[src/rtl/fb_pkg.sv]
// fb_pkg: shared types, frame-buffer geometry and address helper for the
// frame-buffer arbiter.
//   state_t    - arbiter FSM states
//   FB_SIZE    - number of addressable pixels (H_RES*V_RES)
//   xy_to_addr - linear address of pixel (x, y) for the default 640-pixel stride
package fb_pkg;

  localparam int unsigned FB_H_RES  = 640;
  localparam int unsigned FB_V_RES  = 480;
  localparam int unsigned FB_ADDR_W = 19;
  localparam int unsigned FB_SIZE   = FB_H_RES * FB_V_RES;

  typedef enum logic [1:0] {
    S_IDLE  = 2'd0,
    S_DISP  = 2'd1,
    S_WRITE = 2'd2
  } state_t;

  // y*640 + x as two shifts and adds, evaluated at full address width
  function automatic logic [FB_ADDR_W-1:0] xy_to_addr(input logic [9:0] x,
                                                      input logic [9:0] y);
    logic [FB_ADDR_W-1:0] yw;
    yw = FB_ADDR_W'(y);
    return (yw << 9) + (yw << 7) + FB_ADDR_W'(x);
  endfunction

endpackage

[src/rtl/fb_delay_line.sv]
// fb_delay_line: DEPTH-stage shift register with synchronous reset to RST_VAL.
// Ports:
//   clk  - clock
//   rst  - synchronous active-high reset; flushes every stage to RST_VAL
//   din  - WIDTH-bit input
//   dout - din delayed by DEPTH cycles
module fb_delay_line #(
  parameter int unsigned       DEPTH   = 1,
  parameter int unsigned       WIDTH   = 1,
  parameter logic [WIDTH-1:0]  RST_VAL = '0
) (
  input  logic             clk,
  input  logic             rst,
  input  logic [WIDTH-1:0] din,
  output logic [WIDTH-1:0] dout
);

  logic [WIDTH-1:0] stage_q [DEPTH];

  // Shift chain; stage 0 captures the input
  always_ff @(posedge clk) begin
    if (rst) begin
      for (int unsigned i = 0; i < DEPTH; i++) begin
        stage_q[i] <= RST_VAL;
      end
    end else begin
      stage_q[0] <= din;
      for (int unsigned i = 1; i < DEPTH; i++) begin
        stage_q[i] <= stage_q[i-1];
      end
    end
  end

  assign dout = stage_q[DEPTH-1];

endmodule

[src/rtl/fb_mem_arbiter.sv]
// fb_mem_arbiter: shares one single-port frame-buffer RAM between the VGA
// display fetch (owns the RAM in the active region) and a one-entry draw
// write buffer that drains only during blanking.
// Ports:
//   i_clk, i_rst                 - pixel clock, synchronous active-high reset
//   i_x, i_y, i_blank_n, i_hs, i_vs - timing generator inputs
//   o_pixel, o_blank_n, o_hs, o_vs  - DAC-side outputs, delayed by RD_LAT
//   i_wr_valid/o_wr_ready/i_wr_addr/i_wr_data - draw-engine write handshake
//   o_wr_done, o_wr_err          - write committed / write dropped (out of range)
//   o_mem_addr, o_mem_wdata, o_mem_we, i_mem_rdata - RAM interface
module fb_mem_arbiter
  import fb_pkg::*;
#(
  parameter int unsigned H_RES  = FB_H_RES,
  parameter int unsigned V_RES  = FB_V_RES,
  parameter int unsigned ADDR_W = FB_ADDR_W,
  parameter int unsigned DATA_W = 8,
  parameter int unsigned RD_LAT = 1
) (
  input  logic              i_clk,
  input  logic              i_rst,
  input  logic [9:0]        i_x,
  input  logic [9:0]        i_y,
  input  logic              i_blank_n,
  input  logic              i_hs,
  input  logic              i_vs,
  output logic [DATA_W-1:0] o_pixel,
  output logic              o_blank_n,
  output logic              o_hs,
  output logic              o_vs,
  input  logic              i_wr_valid,
  output logic              o_wr_ready,
  input  logic [ADDR_W-1:0] i_wr_addr,
  input  logic [DATA_W-1:0] i_wr_data,
  output logic              o_wr_done,
  output logic              o_wr_err,
  output logic [ADDR_W-1:0] o_mem_addr,
  output logic [DATA_W-1:0] o_mem_wdata,
  output logic              o_mem_we,
  input  logic [DATA_W-1:0] i_mem_rdata
);

  localparam logic [ADDR_W:0] FB_LIMIT = (ADDR_W+1)'(H_RES * V_RES);

  state_t              state_q, state_d;
  logic                full_q;
  logic [ADDR_W-1:0]   hold_addr_q;
  logic [DATA_W-1:0]   hold_data_q;
  logic [ADDR_W-1:0]   last_addr_q;
  logic                wr_err_q;
  logic [ADDR_W-1:0]   disp_addr;
  logic                accept;
  logic                in_range;
  logic [2:0]          sync_dly;

  // Display fetch address: shift-add for the default stride, multiply otherwise
  if (H_RES == FB_H_RES && ADDR_W == FB_ADDR_W) begin : g_addr_shift
    assign disp_addr = xy_to_addr(i_x, i_y);
  end else begin : g_addr_mul
    assign disp_addr = ADDR_W'(i_y) * ADDR_W'(H_RES) + ADDR_W'(i_x);
  end

  // Write handshake; out-of-range writes are accepted but never stored
  assign o_wr_ready = ~i_rst & ~full_q;
  assign accept     = i_wr_valid & o_wr_ready;
  assign in_range   = {1'b0, i_wr_addr} < FB_LIMIT;

  // State register
  always_ff @(posedge i_clk) begin
    if (i_rst) begin
      state_q <= S_IDLE;
    end else begin
      state_q <= state_d;
    end
  end

  // Next state and RAM-side outputs; the decision acts in the cycle it is made
  // so the first blank cycle can already carry the write
  always_comb begin
    state_d    = S_IDLE;
    o_mem_we   = 1'b0;
    o_wr_done  = 1'b0;
    o_mem_addr = last_addr_q;
    if (i_rst) begin
      state_d = S_IDLE;
    end else if (i_blank_n) begin
      state_d = S_DISP;
    end else if (full_q && state_q != S_WRITE) begin
      state_d = S_WRITE;
    end
    case (state_d)
      S_DISP: begin
        o_mem_addr = disp_addr;
      end
      S_WRITE: begin
        o_mem_addr = hold_addr_q;
        o_mem_we   = 1'b1;
        o_wr_done  = 1'b1;
      end
      default: begin
        if (i_rst) begin
          o_mem_addr = '0;
        end
      end
    endcase
  end

  assign o_mem_wdata = hold_data_q;

  // Holding register, last-address hold and error pulse
  always_ff @(posedge i_clk) begin
    if (i_rst) begin
      full_q      <= 1'b0;
      wr_err_q    <= 1'b0;
      last_addr_q <= '0;
    end else begin
      last_addr_q <= o_mem_addr;
      wr_err_q    <= accept & ~in_range;
      if (state_d == S_WRITE) begin
        full_q <= 1'b0;
      end else if (accept && in_range) begin
        full_q      <= 1'b1;
        hold_addr_q <= i_wr_addr;
        hold_data_q <= i_wr_data;
      end
    end
  end

  assign o_wr_err = wr_err_q;

  // blank_n/hs/vs follow the RAM read latency
  fb_delay_line #(
    .DEPTH   (RD_LAT),
    .WIDTH   (3),
    .RST_VAL (3'b011)
  ) u_sync_dly (
    .clk  (i_clk),
    .rst  (i_rst),
    .din  ({i_blank_n, i_hs, i_vs}),
    .dout (sync_dly)
  );

  assign {o_blank_n, o_hs, o_vs} = sync_dly;

  // Read data is only meaningful while the delayed blank says active
  assign o_pixel = o_blank_n ? i_mem_rdata : '0;

endmodule

[config.mk]
export PLATFORM = sky130hd
export DESIGN_NAME = fb_mem_arbiter
export DESIGN_NICKNAME = d
export VERILOG_FILES = /design/src/rtl/fb_pkg.sv /design/src/rtl/fb_delay_line.sv /design/src/rtl/fb_mem_arbiter.sv
export SDC_FILE = /design/constraint.sdc
export NUM_CORES = 1
export LEC_CHECK = 0
export CAP_MARGIN = 0
export CORE_ASPECT_RATIO = 0.9
export CORE_MARGIN = 2
export CORE_UTILIZATION = 39
export CTS_CLUSTER_DIAMETER = 120
export CTS_CLUSTER_SIZE = 28
export DETAILED_ROUTE_END_ITERATION = 6
export PLACE_DENSITY = 0.81
export SLEW_MARGIN = 15
export SYNTH_ARGS = -nofsm -noshare
export SYNTH_HDL_FRONTEND = slang
export SYNTH_HIERARCHICAL = 1
export SYNTH_SLANG_ARGS = --single-unit
[constraint.sdc]
create_clock -name i_clk -period 4.84 [get_ports i_clk]
set_clock_uncertainty 0.15 [all_clocks]
set_input_delay 1.452 -clock i_clk [delete_from_list [all_inputs] [get_ports i_clk]]
set_output_delay 1.452 -clock i_clk [all_outputs]
set_load 0.02 [all_outputs]
==> flow_metrics.py <==
metrics = {
    "die": {
        "die_y_um": 80.9,
        "die_area_um2": 7230,
        "fp-row-count": 27,
        "io_pins": 103,
        "start_util_pct": 41.0,
        "die_w_um": 89.4,
        "core_area_um2": 6250,
    },
    "critical_path": {
        "cp-start-kind": "input pin",
        "crit_arrival_ns": 3.57,
        "reg2reg_from": "state_q[1]",
        "cp-endpoint": "o_mem_addr[15]",
        "crit_start": "i_y[0]",
        "ff2ff_setup_slack_ns": 2.53,
        "r2r-end": "last_addr_q[16]",
        "critPathKind": "in -> out",
        "rr_worst_depth": 12,
        "endpoint_kind": "primary output",
        "cp_max_fo": 3,
        "cp.required_ns": 3.24,
    },
    "final_layout": {
        "stdcell_area_um2": 4480,
        "num_antenna_cells": 0,
        "utilization_pct": 71.8,
        "layout-drive-gt1-share_pct": 32.4,
        "layout.cells.non_filler": 470,
        "area_delta_synth_final_pct": 75.2,
        "nNetsFinal": 465,
    },
    "place": {
        "gp_congestion": 0.916,
        "dp_cells": 453,
        "place_hpwl_mm": 5.31,
        "portBuffers": 102,
        "place_area_um2": 4010,
    },
    "sta": {
        "timing.slew.headroom_pct": 75.3,
        "worst_slack_ns": -0.331,
        "setup_violations": 9,
        "finalCritPeriodShare_pct": 107,
        "hold_ws_ns": 0.337,
        "max_freq_ghz": 0.193,
        "drv_slew": 0,
        "post-route-min-period_ns": 5.17,
        "finalHoldViolCount": 0,
        "tightestPinTransition_ns": 0.369,
        "rsz0062_at_grt": "yes",
    },
    "clock_network": {
        "numCtsBuffers": 5,
        "clk_pin_slew_ns": 0.09,
        "cts.htree.levels": 2,
        "clockBufferDepth": 2,
        "cts_num_sinks": 53,
        "worstSkewPairLatency_ns": 0.30,
        "cts_root_buf": "clkbuf_8",
        "cts_tree": "yes",
    },
    "power_and_ir_drop": {
        "power_density_nw_per_um2": 270,
        "vdd_drop_max_mv": 0.213,
        "p_leak_nw": 1.83,
        "total_power_w": 0.00121,
    },
    "routing": {
        "first_iter_violations": 130,
        "drc": 0,
        "wl_per_cell_um": 16.3,
        "drtAntennaViolNets": 0,
        "finalWirelength_mm": 7.68,
        "num_vias": 2419,
        "first_pass_iters": 6,
        "via_per_inst": 5.15,
    },
    "synth": {
        "synth_common_cells": "29 x nand2_1, 27 x edfxtp_1, 26 x dfxtp_1, 19 x ha_1, 16 x a22oi_1",
        "synth_area_leader_cell": "edfxtp_1",
        "ys_ff_latch": 53,
        "netlist_instances": 235,
        "synth_area_leaders": "edfxtp_1 32%, dfxtp_1 20%, ha_1 9.3%",
        "avgSynthCellArea_um2": 10.9,
        "seq_area_frac_synth_pct": 52.0,
        "synth_top_area_share_pct": 31.7,
        "synth_edf_count": 27,
        "synth_area_um2": 2560,
        "synth_cell_types": 44,
        "ys.flop_type": "edfxtp_1",
        "ys_async_sr_fraction_pct": 0,
        "ys_warn_count": 6,
        "synth_fp_nets": 317,
        "yosysMostFrequentCell": "nand2_1",
    },
    "run": {
        "max-cap-violations": 0,
    },
    "global_routing": {
        "grt_use_met1_pct": 24.5,
        "overflow": 0,
        "antenna_found_initial": 0,
        "grt_use_met3_pct": 5.28,
        "grt_max_degree": 17,
        "grt_pass1_wl_mm": 11.6,
        "grt_pass1_vias": 2447,
        "grt_busiest_layer": "met2",
        "grt_use_total_pct": 20.8,
        "grt_use_met2_pct": 38.2,
    },
    "run_status": {
        "violations": "negative setup slack",
        "status": "finished with violations",
    },
    "worst_hold_path": {
        "hold_class": "reg -> reg",
    },
}
-- timing repair --
action                                 CTS  global route
hold buffers                             0             0
setup endpoints to repair               19            10
endpoints found under the hold margin    0             0
gates resized for setup                124            18
setup buffers                            8             3
pin swaps                               19            15
-- cells in the final DEF, fill, tap and decap left out, types with 5 or more instances in the layout --
cell	instances
ha_4	15
buf_6	7
clkdlybuf4s50_1	71
buf_4	49
inv_1	7
edfxtp_1	27
dfxtp_1	26
nor2_1	10
nand2_1	29
and2_1	8
dlygate4sd2_1	15
a22oi_1	16
o21ai_0	8
clkbuf_8	5
-- sequential cells by signal (all words and copies together), names as in the netlist --
signal              cells
full_q                  1
hold_addr_q            19
last_addr_q            19
o_mem_wdata             8
o_wr_err                1
state_q                 2
u_sync_dly/stage_q      3
-- critical path, stage by stage --
cell	delay, ns
buf_8	0.08
inv_4	0.03
fa_2	0.59
inv_2	0.05
ha_4	0.22
a211oi_4	0.28
o21ai_2	0.10
buf_4	0.16
a31oi_4	0.17
xor2_2	0.21
o21ai_2	0.09
buf_6	0.14
-- logic make-up after synthesis --
group	share of synthesized area [%]
AOI/OAI and AO/OA	18.8
DFF	52.0
and+or+nand+nor	14.8
xor gates and xnor gates	0.342
adders and majority gates	10.9
buffers and inverters	3.18
-- layer usage --
metal,share of wire [%],vias up
met5,0,-
met4,1.1,0
met3,7.8,12
met2,51,122
met1,40,1128
li1,-,1157
-- cell type report --
type	count	area, um2
timing repair buffer	149	1350
sequential	53	1330
clock inverter	2	38.8
clock buffer	5	68.8
inverter	11	51.3
multi-input combinational	163	1530
tap	87	109
fill	421	1770
-- worst min-delay path by stage --
stage | slack (ns) | from | cells after the start | to
after floorplan | 0.29 | last_addr_q[11] | 2 | last_addr_q[11]
after global routing | 0.36 | last_addr_q[5] | 2 | last_addr_q[5]
after global placement | 0.31 | last_addr_q[13] | 2 | last_addr_q[13]
after detailed placement | 0.31 | last_addr_q[0] | 2 | last_addr_q[0]
final | 0.34 | last_addr_q[5] | 2 | last_addr_q[5]
after CTS | 0.34 | last_addr_q[0] | 2 | last_addr_q[0]
-- where the power goes --
group          leakage (nW)  internal (W)  total [W]  switching (W)
logic                  1.32      0.000213   0.000406       0.000193
registers             0.463      0.000500   0.000510     0.00000931
clock network        0.0546      0.000153   0.000295       0.000142
-- stage by stage --
stage          setup WS [ns]  TNS, ns
2_1_floorplan        -0.0846  -0.0846
5_1_grt               -0.382    -2.40
6_report              -0.331    -1.84
3_3_place_gp           -1.26   -12.07
3_5_place_dp           -1.30   -12.54
4_1_cts               -0.328    -1.90
(Power assumes the default switching activity.)
==> variant: new RTL, config.mk and constraints unchanged <==
Register the output `o_wr_err` once more, cleared by the reset; this adds one clock of latency there. The other outputs are not delayed to match.
--- a/src/rtl/fb_mem_arbiter.sv
+++ b/src/rtl/fb_mem_arbiter.sv
@@ -127,5 +127,11 @@
   end
 
-  assign o_wr_err = wr_err_q;
+  always_ff @(posedge i_clk) begin
+    if (i_rst) begin
+      o_wr_err <= '0;
+    end else begin
+      o_wr_err <= wr_err_q;
+    end
+  end
 
   // blank_n/hs/vs follow the RAM read latency
Check against the original RTL: not equivalent (Yosys sat finds a counterexample within 4 cycles, from zero or initial values and one cycle with i_rst high).
==> variant against the unedited design <==
- highest routed layer unchanged
- critical path type unchanged
- area after synthesis down 2.0%
- design area decreased by 4.9%
- critical endpoint unchanged
- non-clock buffer count shrank 2
- register-to-register slack improved by 0.63 ns
- total power is 3.5% lower
- first-iteration DRC count unchanged
- routed wire length shrank 15%
- via count is 7.4% lower
- largest cell class is now buffers
- sequential cell count is 1 higher
- setup slack lost 0.097 ns
- the run still ends with negative setup slack left
- maximum frequency decreased by 1.8%
==> variant: results (changes against the unedited design) <==
met1 Use GR=0.223 (-0.0216); Synth Area in Adders=0.111 (+0.00216); crit path DAT=3.67 ns (+0.10 ns); CP delay by family, top=compound AO/OA/AOI/OAI gates; met2 Use GR=0.325 (-0.0574); GPL Wtd Cong=0.791 (-14%); Mean Syn Cell Area=11.2 um2 (+2.4%); Final #Nets=453 (-2.6%); DP Wirelength=4990 um (-6.1%); clock network power share=0.250 (+0.006); Unique masters post-synth=36 (-18%); drt first pass iters=4 (-2); DR vias/cell=4.88 (-5.1%); post-route insts no fill=459 (-2.3%); dpl cells=445 (-1.8%); register area share after synthesis=0.538 (+0.0183); share of post-route cells with drive strength above 1=0.293 (-0.0307); Rel. slew slack=0.711 (-0.0425); failing checks=negative setup slack; power per cell area=274 mW/mm2 (+1.5%); Synth Area in XOR/XNOR=0.0274 (+0.0240); delay of the slowest critical-path stage=0.55 ns (-0.04 ns); Area contributors post-synth=edfxtp_1 32%, dfxtp_1 22%, ha_1 9.5%; peak supply drop=0.000231 V (+8.3%); Total Routing Usage GR=0.184 (-0.0241); count of final setup violators=9 (unchanged); WL final=6500 um (-15%); first-pass GRT wire length=10100 um (-12%); vias in the first global route=2206 (-9.8%); syn nets=307 (-3.2%); Seq power=0.518 mW (+2%); largest net degree at the start of global routing=29 (+12); DP Worst Slack=-1.44 ns (-0.146 ns); final worst slack=-0.428 ns (-0.0973 ns); Net Switching=0.312 mW (-9.2%); status=complete, but fails checks; Leak Pwr=1.87 nW (+2.1%); met3 track demand over resource=0.0473 (-0.00557); Synth Area in Compound Gates=0.160 (-0.0282); slowest stage cell, crit path=fa_1
## variant: cell types whose count changed in the layout (fill, tap and decap cells not counted), moves of 4 or more
cell / before / now
nor2_1: 10 / 3
ha_4: 15 / 5
dlymetal6s2s_1: 1 / 5
ha_1: 3 / 12
dlygate4sd2_1: 15 / 7
xnor2_2: 0 / 4
## variant: area by class of cell
| cell class | instances | area (um2) |
|---|---|---|
| Clock buffer | 5 | 68.8 |
| Tap cell | 87 | 109 |
| Clock inverter | 3 | 40.0 |
| Fill cell | 481 | 1920 |
| Timing Repair Buffer | 147 | 1360 |
| Multi-Input combinational cell | 155 | 1290 |
| Inverter | 8 | 40.0 |
| Sequential cell | 54 | 1350 |
## variant: per-layer routing
metal	part of all wire	wire length (um)	up-vias
li1	-	-	1103
met1	0.40	2630	1040
met2	0.51	3340	92
met3	0.073	475	6
met4	0.0078	51	0
met5	0	0	-
## variant: worst paths after layout
kind / from / to / slack (ns) / cells past startpoint
worst max-delay path: i_y[0] / o_mem_addr[15] / -0.43 / 12
worst min register to register: wr_err_q / o_wr_err / 0.30 / 1
worst max register to register: state_q[1] / last_addr_q[14] / 3.16 / 5
worst min-delay path: wr_err_q / o_wr_err / 0.30 / 1
## variant: through the flow
step	area, um2	hold slack, ns
CTS	4130	0.299
global placement	3940	0.276
detailed placement	3940	0.275
floorplan	2540	0.264
global route	4260	0.320
finish	4260	0.296
## variant: cells by family after synthesis
| kind of cell | Yosys count |
|---|---|
| AOI/OAI and AO/OA | 58 |
| DFF | 54 |
| buffers and inverters | 16 |
| xor gates and xnor gates | 7 |
| adders and majority gates | 21 |
| and+or+nand+nor | 69 |
## variant: what timing repair did
action | CTS | global route
buffers inserted | 1 | 5
endpoints found under the setup margin | 19 | 18
cloned | 0 | 0
pin swaps | 18 | 18
resized for setup | 97 | 32
